`src/rtl/crack_pkg.sv`:
```
// Shared definitions for the multi-lane ARC4 crack supervisor.
//   crack_state_t : supervisor FSM states
//   CODE_BLANK    : display code for a blank digit
//   CODE_DASH     : display code for a dash digit
//   lane_base_f   : first key of lane i when the key space is split evenly
package crack_pkg;

  typedef enum logic [2:0] {
    IDLE   = 3'd0,
    LAUNCH = 3'd1,
    RUN    = 3'd2,
    FOUND  = 3'd3,
    FAIL   = 3'd4
  } crack_state_t;

  localparam logic [4:0] CODE_BLANK = 5'b10001;
  localparam logic [4:0] CODE_DASH  = 5'b10000;

  // Lane i starts at i placed in the top log2(num_ch) key bits. Returned wide;
  // callers truncate to their key width. For num_ch == 1 the only lane is 0.
  function automatic logic [63:0] lane_base_f(input int i, input int num_ch, input int key_w);
    int shift;
    shift = key_w - $clog2(num_ch);
    return 64'(unsigned'(i)) << shift;
  endfunction

endpackage

```
`src/rtl/hex_sseg.sv`:
```
// Seven-segment decoder with display flag.
//   code [4:0] in  : {flag, nibble}; flag=0 shows the hex nibble,
//                    flag=1 shows a dash for CODE_DASH, blank otherwise
//   seg  [6:0] out : active-low segments {g,f,e,d,c,b,a}
// Purely combinational.
module hex_sseg
  import crack_pkg::*;
(
  input  logic [4:0] code,
  output logic [6:0] seg
);

  always_comb begin
    seg = 7'h7F;
    if (!code[4]) begin
      case (code[3:0])
        4'h0: seg = 7'b1000000;
        4'h1: seg = 7'b1111001;
        4'h2: seg = 7'b0100100;
        4'h3: seg = 7'b0110000;
        4'h4: seg = 7'b0011001;
        4'h5: seg = 7'b0010010;
        4'h6: seg = 7'b0000010;
        4'h7: seg = 7'b1111000;
        4'h8: seg = 7'b0000000;
        4'h9: seg = 7'b0010000;
        4'hA: seg = 7'b0001000;
        4'hB: seg = 7'b0000011;
        4'hC: seg = 7'b1000110;
        4'hD: seg = 7'b0100001;
        4'hE: seg = 7'b0000110;
        default: seg = 7'b0001110;
      endcase
    end else if (code == CODE_DASH) begin
      seg = 7'b0111111;
    end
  end

endmodule

```
`src/rtl/multicrack_ctrl.sv`:
```
// Supervisor for NUM_CH parallel ARC4 crack lanes. Splits the KEY_W-bit key
// space evenly, launches all lanes together, latches the first valid key,
// aborts the remaining lanes and drives the seven-segment digits.
// Optional watchdog enabled by defining CRACK_TIMEOUT_EN.
// Ports:
//   clk, reset   : clock, synchronous active-high reset
//   start        : one-cycle search request (IDLE/FOUND/FAIL only)
//   lane_en      : one-cycle launch pulse per lane
//   lane_base    : constant first key of each lane
//   lane_abort   : one-cycle stop pulse to all lanes
//   lane_rdy     : lane idle/finished
//   lane_valid   : lane found a key (qualified by lane_rdy)
//   lane_key     : lane's candidate key
//   busy, found, timeout : status
//   key          : latched winning key
//   hex          : active-low digits, digit 0 in the LSBs
module multicrack_ctrl
  import crack_pkg::*;
#(
  parameter int NUM_CH         = 2,
  parameter int KEY_W          = 24,
  parameter int TIMEOUT_CYCLES = 2**26
) (
  input  logic                      clk,
  input  logic                      reset,
  input  logic                      start,
  output logic [NUM_CH-1:0]         lane_en,
  output logic [NUM_CH*KEY_W-1:0]   lane_base,
  output logic                      lane_abort,
  input  logic [NUM_CH-1:0]         lane_rdy,
  input  logic [NUM_CH-1:0]         lane_valid,
  input  logic [NUM_CH*KEY_W-1:0]   lane_key,
  output logic                      busy,
  output logic                      found,
  output logic                      timeout,
  output logic [KEY_W-1:0]          key,
  output logic [(KEY_W/4)*7-1:0]    hex
);

  localparam int DIGITS = KEY_W / 4;

  if (NUM_CH < 1 || NUM_CH > 16 || (NUM_CH & (NUM_CH - 1)) != 0) begin : g_bad_num_ch
    $error("multicrack_ctrl: NUM_CH must be a power of two in 1..16");
  end
  if ((KEY_W % 4) != 0 || KEY_W <= $clog2(NUM_CH)) begin : g_bad_key_w
    $error("multicrack_ctrl: KEY_W must be a multiple of 4 and exceed log2(NUM_CH)");
  end
  if (TIMEOUT_CYCLES < 1) begin : g_bad_timeout
    $error("multicrack_ctrl: TIMEOUT_CYCLES must be positive");
  end

  crack_state_t      state, state_n;
  logic [NUM_CH-1:0] rdy_q;
  logic [NUM_CH-1:0] done;
  logic [NUM_CH-1:0] rise;
  logic [NUM_CH-1:0] hit;
  logic              win_any;
  logic [KEY_W-1:0]  win_key;
  logic              load_key;
  logic              abort_set;
  logic              abort_q;
  logic              expire;

  for (genvar i = 0; i < NUM_CH; i++) begin : g_base
    assign lane_base[i*KEY_W +: KEY_W] = KEY_W'(lane_base_f(i, NUM_CH, KEY_W));
  end

  // A lane finishes on the rising edge of its rdy; a rdy held high since
  // launch never produces an edge and so never counts.
  assign rise = lane_rdy & ~rdy_q;
  assign hit  = rise & lane_valid;

`ifdef CRACK_TIMEOUT_EN
  logic [31:0] cnt;
  logic        timeout_q;
  logic        to_set;

  assign expire  = (cnt == 32'(TIMEOUT_CYCLES - 1));
  assign timeout = timeout_q;
  assign to_set  = (state == RUN) && !win_any && expire;

  always_ff @(posedge clk) begin
    if (reset) begin
      cnt       <= '0;
      timeout_q <= 1'b0;
    end else if (state == LAUNCH) begin
      cnt       <= '0;
      timeout_q <= 1'b0;
    end else if (state == RUN) begin
      cnt <= cnt + 32'd1;
      if (to_set) timeout_q <= 1'b1;
    end
  end
`else
  assign expire  = 1'b0;
  assign timeout = 1'b0;
`endif

  always_ff @(posedge clk) begin
    if (reset) state <= IDLE;
    else       state <= state_n;
  end

  always_comb begin
    state_n   = state;
    lane_en   = '0;
    load_key  = 1'b0;
    abort_set = 1'b0;
    win_any   = 1'b0;
    win_key   = '0;
    case (state)
      IDLE: begin
        if (start) state_n = LAUNCH;
      end
      LAUNCH: begin
        lane_en = '1;
        state_n = RUN;
      end
      RUN: begin
        // Descending scan so the lowest-index hit is the one left standing.
        for (int i = NUM_CH - 1; i >= 0; i--) begin
          if (hit[i]) begin
            win_any = 1'b1;
            win_key = lane_key[i*KEY_W +: KEY_W];
          end
        end
        // Winner beats both watchdog expiry and exhaustion in the same cycle.
        if (win_any) begin
          load_key  = 1'b1;
          abort_set = 1'b1;
          state_n   = FOUND;
        end else if (expire) begin
          abort_set = 1'b1;
          state_n   = FAIL;
        end else if (&(done | rise)) begin
          state_n = FAIL;
        end
      end
      FOUND, FAIL: begin
        if (start) state_n = LAUNCH;
      end
      default: state_n = IDLE;
    endcase
  end

  always_ff @(posedge clk) begin
    if (reset) begin
      rdy_q   <= '1;
      done    <= '0;
      key     <= '0;
      abort_q <= 1'b0;
    end else begin
      rdy_q   <= lane_rdy;
      abort_q <= abort_set;
      if (state == LAUNCH) begin
        done <= '0;
        key  <= '0;
      end else if (state == RUN) begin
        done <= done | rise;
        if (load_key) key <= win_key;
      end
    end
  end

  assign lane_abort = abort_q;
  assign busy       = (state == LAUNCH) || (state == RUN);
  assign found      = (state == FOUND);

  for (genvar d = 0; d < DIGITS; d++) begin : g_dig
    logic [4:0] code;
    assign code = (state == FOUND) ? {1'b0, key[4*d +: 4]} :
                  (state == FAIL)  ? CODE_DASH : CODE_BLANK;
    hex_sseg u_seg (
      .code (code),
      .seg  (hex[7*d +: 7])
    );
  end

endmodule

```
`config.mk`:
```
export PLATFORM = sky130hd
export DESIGN_NAME = multicrack_ctrl
export DESIGN_NICKNAME = d
export VERILOG_FILES = /design/src/rtl/crack_pkg.sv /design/src/rtl/hex_sseg.sv /design/src/rtl/multicrack_ctrl.sv
export SDC_FILE = /design/constraint.sdc
export NUM_CORES = 1
export LEC_CHECK = 0
export ABC_AREA = 1
export BUFFER_PORTS_ARGS = -buffer_cell sky130_fd_sc_hd__buf_4
export CORE_UTILIZATION = 30
export CTS_BUF_LIST = sky130_fd_sc_hd__clkbuf_4 sky130_fd_sc_hd__clkbuf_8
export DETAILED_ROUTE_END_ITERATION = 7
export MAX_ROUTING_LAYER = met4
export PLACE_DENSITY = 0.52
export SKIP_CTS_REPAIR_TIMING = 1
export SLEW_MARGIN = 0
export SYNTH_ARGS = -nofsm -noshare
export SYNTH_HDL_FRONTEND = slang
export SYNTH_SLANG_ARGS = --single-unit
export TNS_END_PERCENT = 50
```
`constraint.sdc`:
```
create_clock -name clk -period 3 [get_ports clk]
set_clock_uncertainty 0.05 [all_clocks]
set_input_delay 0.45 -clock clk [delete_from_list [all_inputs] [get_ports clk]]
set_output_delay 0.45 -clock clk [all_outputs]
set_load 0.05 [all_outputs]
```
# Word-level counts from Yosys, hierarchy flattened
# Memory sizes are Yosys's and may differ from the RTL's.
# Cells that the tools add are included.
dict set report word_totals {
  word_cells 65
  out_inout_bits 120
  mem_bits_ro 672
  register_bits 32
  inputBits 55
  n_memories 6
}
# memory depth width read_ports rd_ports_with_merged_regs write_ports line_no
set memory_table {}
lappend memory_table {{(no name shown)} 16 7 1 0 0 hex_sseg.sv:16} ;# case (code[3:0])
lappend memory_table {{(no name shown)} 16 7 1 0 0 hex_sseg.sv:16}
lappend memory_table {{(no name shown)} 16 7 1 0 0 hex_sseg.sv:16}
lappend memory_table {{(no name shown)} 16 7 1 0 0 hex_sseg.sv:16}
lappend memory_table {{(no name shown)} 16 7 1 0 0 hex_sseg.sv:16}
lappend memory_table {{(no name shown)} 16 7 1 0 0 hex_sseg.sv:16}
dict set report classes {
  reduce_logical 7
  bitwise_logic 4
  n_mux 31
  eq_ne 12
}
# operator n
set op_table {}
lappend op_table {{7-bit 2-to-1 mux} 12}
lappend op_table {{24-bit 2-to-1 mux} 2}
lappend op_table {{5-bit == test, second input constant} 6}
lappend op_table {{5-bit 2-to-1 mux} 6}
lappend op_table {{3-bit 2-to-1 mux} 3}
lappend op_table {{3-bit one-hot mux with 3 select lines} 1}
lappend op_table {{3-bit by 2-bit == test with 1-bit output, second input constant} 2}
lappend op_table {{1-bit 2-to-1 mux} 6}
lappend op_table {{2-bit AND reduction} 3}
lappend op_table {{2-bit bitwise AND} 2}
lappend op_table {{3-bit by 1-bit == test with 1-bit output, second input constant} 1}
lappend op_table {{3-bit == test, second input constant} 1}
lappend op_table {{3-bit zero test} 1}
lappend op_table {{3-bit by 2-bit inequality test with 1-bit output, second input constant} 1}
lappend op_table {{3-bit OR reduction} 1}
lappend op_table {{2-bit 2-to-1 mux} 1}
lappend op_table {{2-bit by 1-bit inequality test with 1-bit output, second input constant} 1}
lappend op_table {{2-bit inverter} 1}
lappend op_table {{2-bit OR} 1}
lappend op_table {{2-bit OR reduction} 1}
lappend op_table {{1-bit logical OR} 1}

# Logic depth before layout (Yosys ltp)
dict set report logic_depth {
  ltp_word 9
  ltp_mapped 11
  mapped_depth_nobuf 10
}

# Modules after synthesis
# From an unflattened synthesis, not the netlist that was laid out.
dict set report unflattened {
  cells_unflattened 662
  hier_area_um2 4070.2
}
# mod n_inst area_each_um2 seq_area_each_um2 cells_each
set modules_own_cells {}
lappend modules_own_cells {multicrack_ctrl 1 2180.8 640.6 332}
lappend modules_own_cells {{hex_sseg at g_dig[0].u_seg ...} 4 315.3 0.0 55}
lappend modules_own_cells {{hex_sseg at g_dig[2].u_seg ...} 2 314.1 0.0 55}

# Worst setup path after synthesis
# OpenSTA, ideal clock, no wires.
dict set report synth_path {
  path_type {reg2out}
  startpoint {reg state[1]}
  endpoint {out hex[31]}
  setup_slack_ns -0.181
  arrival_time_ns 2.681
  stages_incl_launch_ff 10
  required_time_ns 2.500
  path_buffers 2
  path_cell_list {dfxtp_1 nand3_2 buf_12 buf_6 o21ai_2 inv_1 ha_1 nand2_1 o21ai_0 o21ai_0}
}
dict set report synth_between {
  elab_chain_len 5
  elab_cells_between_ends 6
  classes_between {eq/ne (2); mux (3); memory (1)}
}
# item line_no
set synth_rtl {}
lappend synth_rtl {{start, declared} multicrack_ctrl.sv:52} ;# crack_state_t state, state_n;
lappend synth_rtl {{start signal, assigned} multicrack_ctrl.sv:101} ;# else state <= state_n;
lappend synth_rtl {{3-bit == test} multicrack_ctrl.sv:172} ;# (state == FAIL) ? CODE_DASH : CODE_BLANK;
lappend synth_rtl {{1-bit 2-to-1 mux} multicrack_ctrl.sv:172}
lappend synth_rtl {{5-bit 2-to-1 mux (*)} multicrack_ctrl.sv:171} ;# assign code = (state == FOUND) ? {1'b0, key[4*d +: 4]} :
lappend synth_rtl {{memory 16 x 7 bit} --}
lappend synth_rtl {{7-bit 2-to-1 mux (*)} hex_sseg.sv:15} ;# if (!code[4]) begin
lappend synth_rtl {{end, declared} multicrack_ctrl.sv:37} ;# output logic [(KEY_W/4)*7-1:0] hex
# Every way passes the cells marked *; elsewhere a longest branch is shown, timed or not.

# Worst setup path after layout
dict set report layout_path {
  startpoint {reg state[0]}
  endpoint {out hex[10]}
}
# Same word-level chain as after synthesis.

==> results.toml <==
[outcome]
result_of_the_run = "complete, no violations"

[cts]
tritoncts = "built"
cts.reportedPaths.clkPinSlew_ps = 60
cts-root-to-sink-buffers = 2
numCtsBuffers = 5
worst_skew_pair.late_latency_ps = 280
clkSinkCount = 32
clock_tree.htree_level_count = 2
clock-root-buffer = "sky130_fd_sc_hd__clkbuf_8"

[timing]
report.final.slew_viol_count = 0
post-route-period-util_pct = 95.0
worst_margin_pin_slew_ps = 815
post_layout_minimum_cycle_time_ps = 2850
clock.fmax_ghz = 0.351
timing_hold_violations_final = 0
fin_ws_ps = 149
hold-worst-slack_ps = 280
setup_viol = 0
unrepaired_setup_endpoints_after_global_routing = "no"
maxSlewHeadroom_pct = 45.6

[route]
drt_pre_antenna_iters = 4
detail-route-antenna-nets = 0
via_per_inst = 4.39
via_count = 3962
drc = 0
routed_wire_length_um = 10800
wl_per_cell_um = 12.0
detail_route.iter0.violations = 227

[die]
die_height_um = 116
floorplan.die_area_um2 = 13500
floorplan.io_pins = 175
rows = 41
core_region_area_um2 = 12700
start_util_pct = 31.0
floorplan.die.width_um = 116

[critical_path]
cp.required_ps = 2500
critical_path.endpoint_type = "output port"
setup.worst_path.start_class = "flip-flop"
worst_r2r_startpoint = "state[0]"
worstSetupStartpoint = "state[0]"
r2r.worst_path.cells = 5
cp.arrival_ps = 2350
worst-path-max-fanout = 11
criticalPathCategory = "flip-flop to output port"

[power]
pwr-share-seq_pct = 19.2
p_int_mw = 1.19
static_leakage_nw = 2.49
comb_power_share_pct = 67.9
switching_share_pct = 55.8
power.density_cell_area_nw_per_um2 = 541
net-switching-power_mw = 1.50
power.total_mw = 2.69
power.share.clock_pct = 13.0
vdd_drop_max_uv = 355

[yosys]
ys_ff_latch = 32
netlist.top_cell.by_area = "sky130_fd_sc_hd__dfxtp_1"
ys_dominant_reg_cell = "sky130_fd_sc_hd__dfxtp_1"
syn_area_per_cell_um2 = 6.49
synth_top_cells_by_area = "sky130_fd_sc_hd__dfxtp_1 (16%), sky130_fd_sc_hd__ha_1 (12%), sky130_fd_sc_hd__nand2_1 (12%), sky130_fd_sc_hd__buf_4 (11%), sky130_fd_sc_hd__inv_1 (8.7%)"
yosysUniqueCellTypes = 36
ys_warn_count = 0
post_synth_instance_area_um2 = 3920
yosys.cell_count.top_type = "sky130_fd_sc_hd__nand2_1"
synth.yosys.seq_area_share_pct = 16.3
synth_edf_count = 0
postSynth.asyncResetShare_pct = 0
synthTopCellsByCount = "sky130_fd_sc_hd__nand2_1 (122), sky130_fd_sc_hd__inv_1 (91), sky130_fd_sc_hd__buf_4 (55)"
number_of_cells_produced_by_synthesis = 605
synth_top_cell_area_share_pct = 16.3

[global_route]
wire_length_of_the_first_global_routing_pass_um = 17200
track_usage_pct = 16.4
globalRouteOverflowTotal = 0
grt_start_max_net_pins = 49
first_global_vias = 3625
grt_antenna_before_repair = 0

[place]
placement.setup.worst_slack_ps = 268
place.port_buffers = 125
detailed_place_hpwl_um = 8770
dp_cells = 891
gp_congestion = 0.801

[cells_and_area]
final-instance-count-excl-fill = 902
area_growth_syn_to_layout_pct = 26.8
nets = 821
fin_util_pct = 39.3
ant_diodes = 0
final_layout_size_suffix_gt1_share_pct = 27.5

[worst_hold_path]
hold_depth = 2
hold_removal_path_class = "primary input to flip-flop"
hp-start = "reset"

[run]
cap_violations = 0
==> metal layers <==
| layer | vias up | track usage, % | part of all wire (%) |
|---|---|---|---|
| li1 | 2096 | - | - |
| met1 | 1722 | 22.3 | 49 |
| met2 | 136 | 26.0 | 45 |
| met3 | 8 | 1.56 | 5.9 |
| met4 | 0 | 4.02 | 0.88 |
| met5 | - | - | 0 |
==> worst paths after layout <==
path                            slack [ps]          to
worst max register to register        1020     done[0]
worst min-delay path                   280  lane_abort
worst min register to register         420     done[1]
worst max-delay path                   150     hex[10]
==> placed cells by master, fill, tap and decap left out, types with 3 or more instances in the layout <==
cell                         n
sky130_fd_sc_hd__nor2_4      9
sky130_fd_sc_hd__nor2_2      3
sky130_fd_sc_hd__dfxtp_1    31
sky130_fd_sc_hd__ha_1       37
sky130_fd_sc_hd__clkbuf_8    6
sky130_fd_sc_hd__nand3_1    25
sky130_fd_sc_hd__buf_4     139
sky130_fd_sc_hd__o21ai_0    33
sky130_fd_sc_hd__nand4_1    25
sky130_fd_sc_hd__o21ai_1    15
sky130_fd_sc_hd__a31oi_1     5
sky130_fd_sc_hd__o21ai_2     6
sky130_fd_sc_hd__or2_2      24
sky130_fd_sc_hd__nor2_8      4
sky130_fd_sc_hd__nand2_1   122
sky130_fd_sc_hd__a21oi_1    47
sky130_fd_sc_hd__o211ai_1    7
sky130_fd_sc_hd__inv_1      90
sky130_fd_sc_hd__nor2_1     29
sky130_fd_sc_hd__o21bai_1    3
sky130_fd_sc_hd__conb_1     49
==> worst max-delay path, cell delays in order, from the launching register on <==
cell and delay, ps:
sky130_fd_sc_hd__dfxtp_1 500, sky130_fd_sc_hd__nand3_4 110, sky130_fd_sc_hd__buf_12 170, sky130_fd_sc_hd__buf_4 200, sky130_fd_sc_hd__o21ai_2 200, sky130_fd_sc_hd__inv_1 120
sky130_fd_sc_hd__ha_1 310, sky130_fd_sc_hd__nor2_1 130, sky130_fd_sc_hd__o21a_1 140, sky130_fd_sc_hd__buf_4 190
==> power by group through the flow <==
stage	Sequential, mW	Combinational (mW)	Clock, mW
6_report	0.516	1.83	0.349
3_3_place_gp	0.509	1.80	0
3_5_place_dp	0.513	1.81	0
5_1_grt	0.522	1.99	0.378
4_1_cts	0.504	1.81	0.362
2_1_floorplan	0.528	1.42	0
==> layout make-up <==
cell class | count | area, µm²
timing repair buffer | 140 | 1060
tap | 172 | 215
clock buffer | 8 | 97.6
sequential | 32 | 642
fill | 1405 | 7700
multi-input combinational | 458 | 2610
inverter | 92 | 345
==> sequential cells by signal (all words and copies together), names as in the netlist <==
signal,cells
done,2
key,24
lane_abort,1
rdy_q,2
state,3
==> cell families after synthesis <==
group	Yosys count	share of synthesized area [%]
adders and majority gates	37	11.8
and+or+nand+nor	246	31.4
DFF	32	16.3
other	2	0.191
buffers and inverters	163	22.3
AOI/OAI and AO/OA	125	18.0
==> through the flow <==
stage	cell area (µm²)	TNS, ps
floorplan	4100	-93.9
global placement	4830	0
detailed placement	4830	0
CTS	4930	-128
global route	4970	0
finish	4970	0
(Power assumes the default switching activity.)
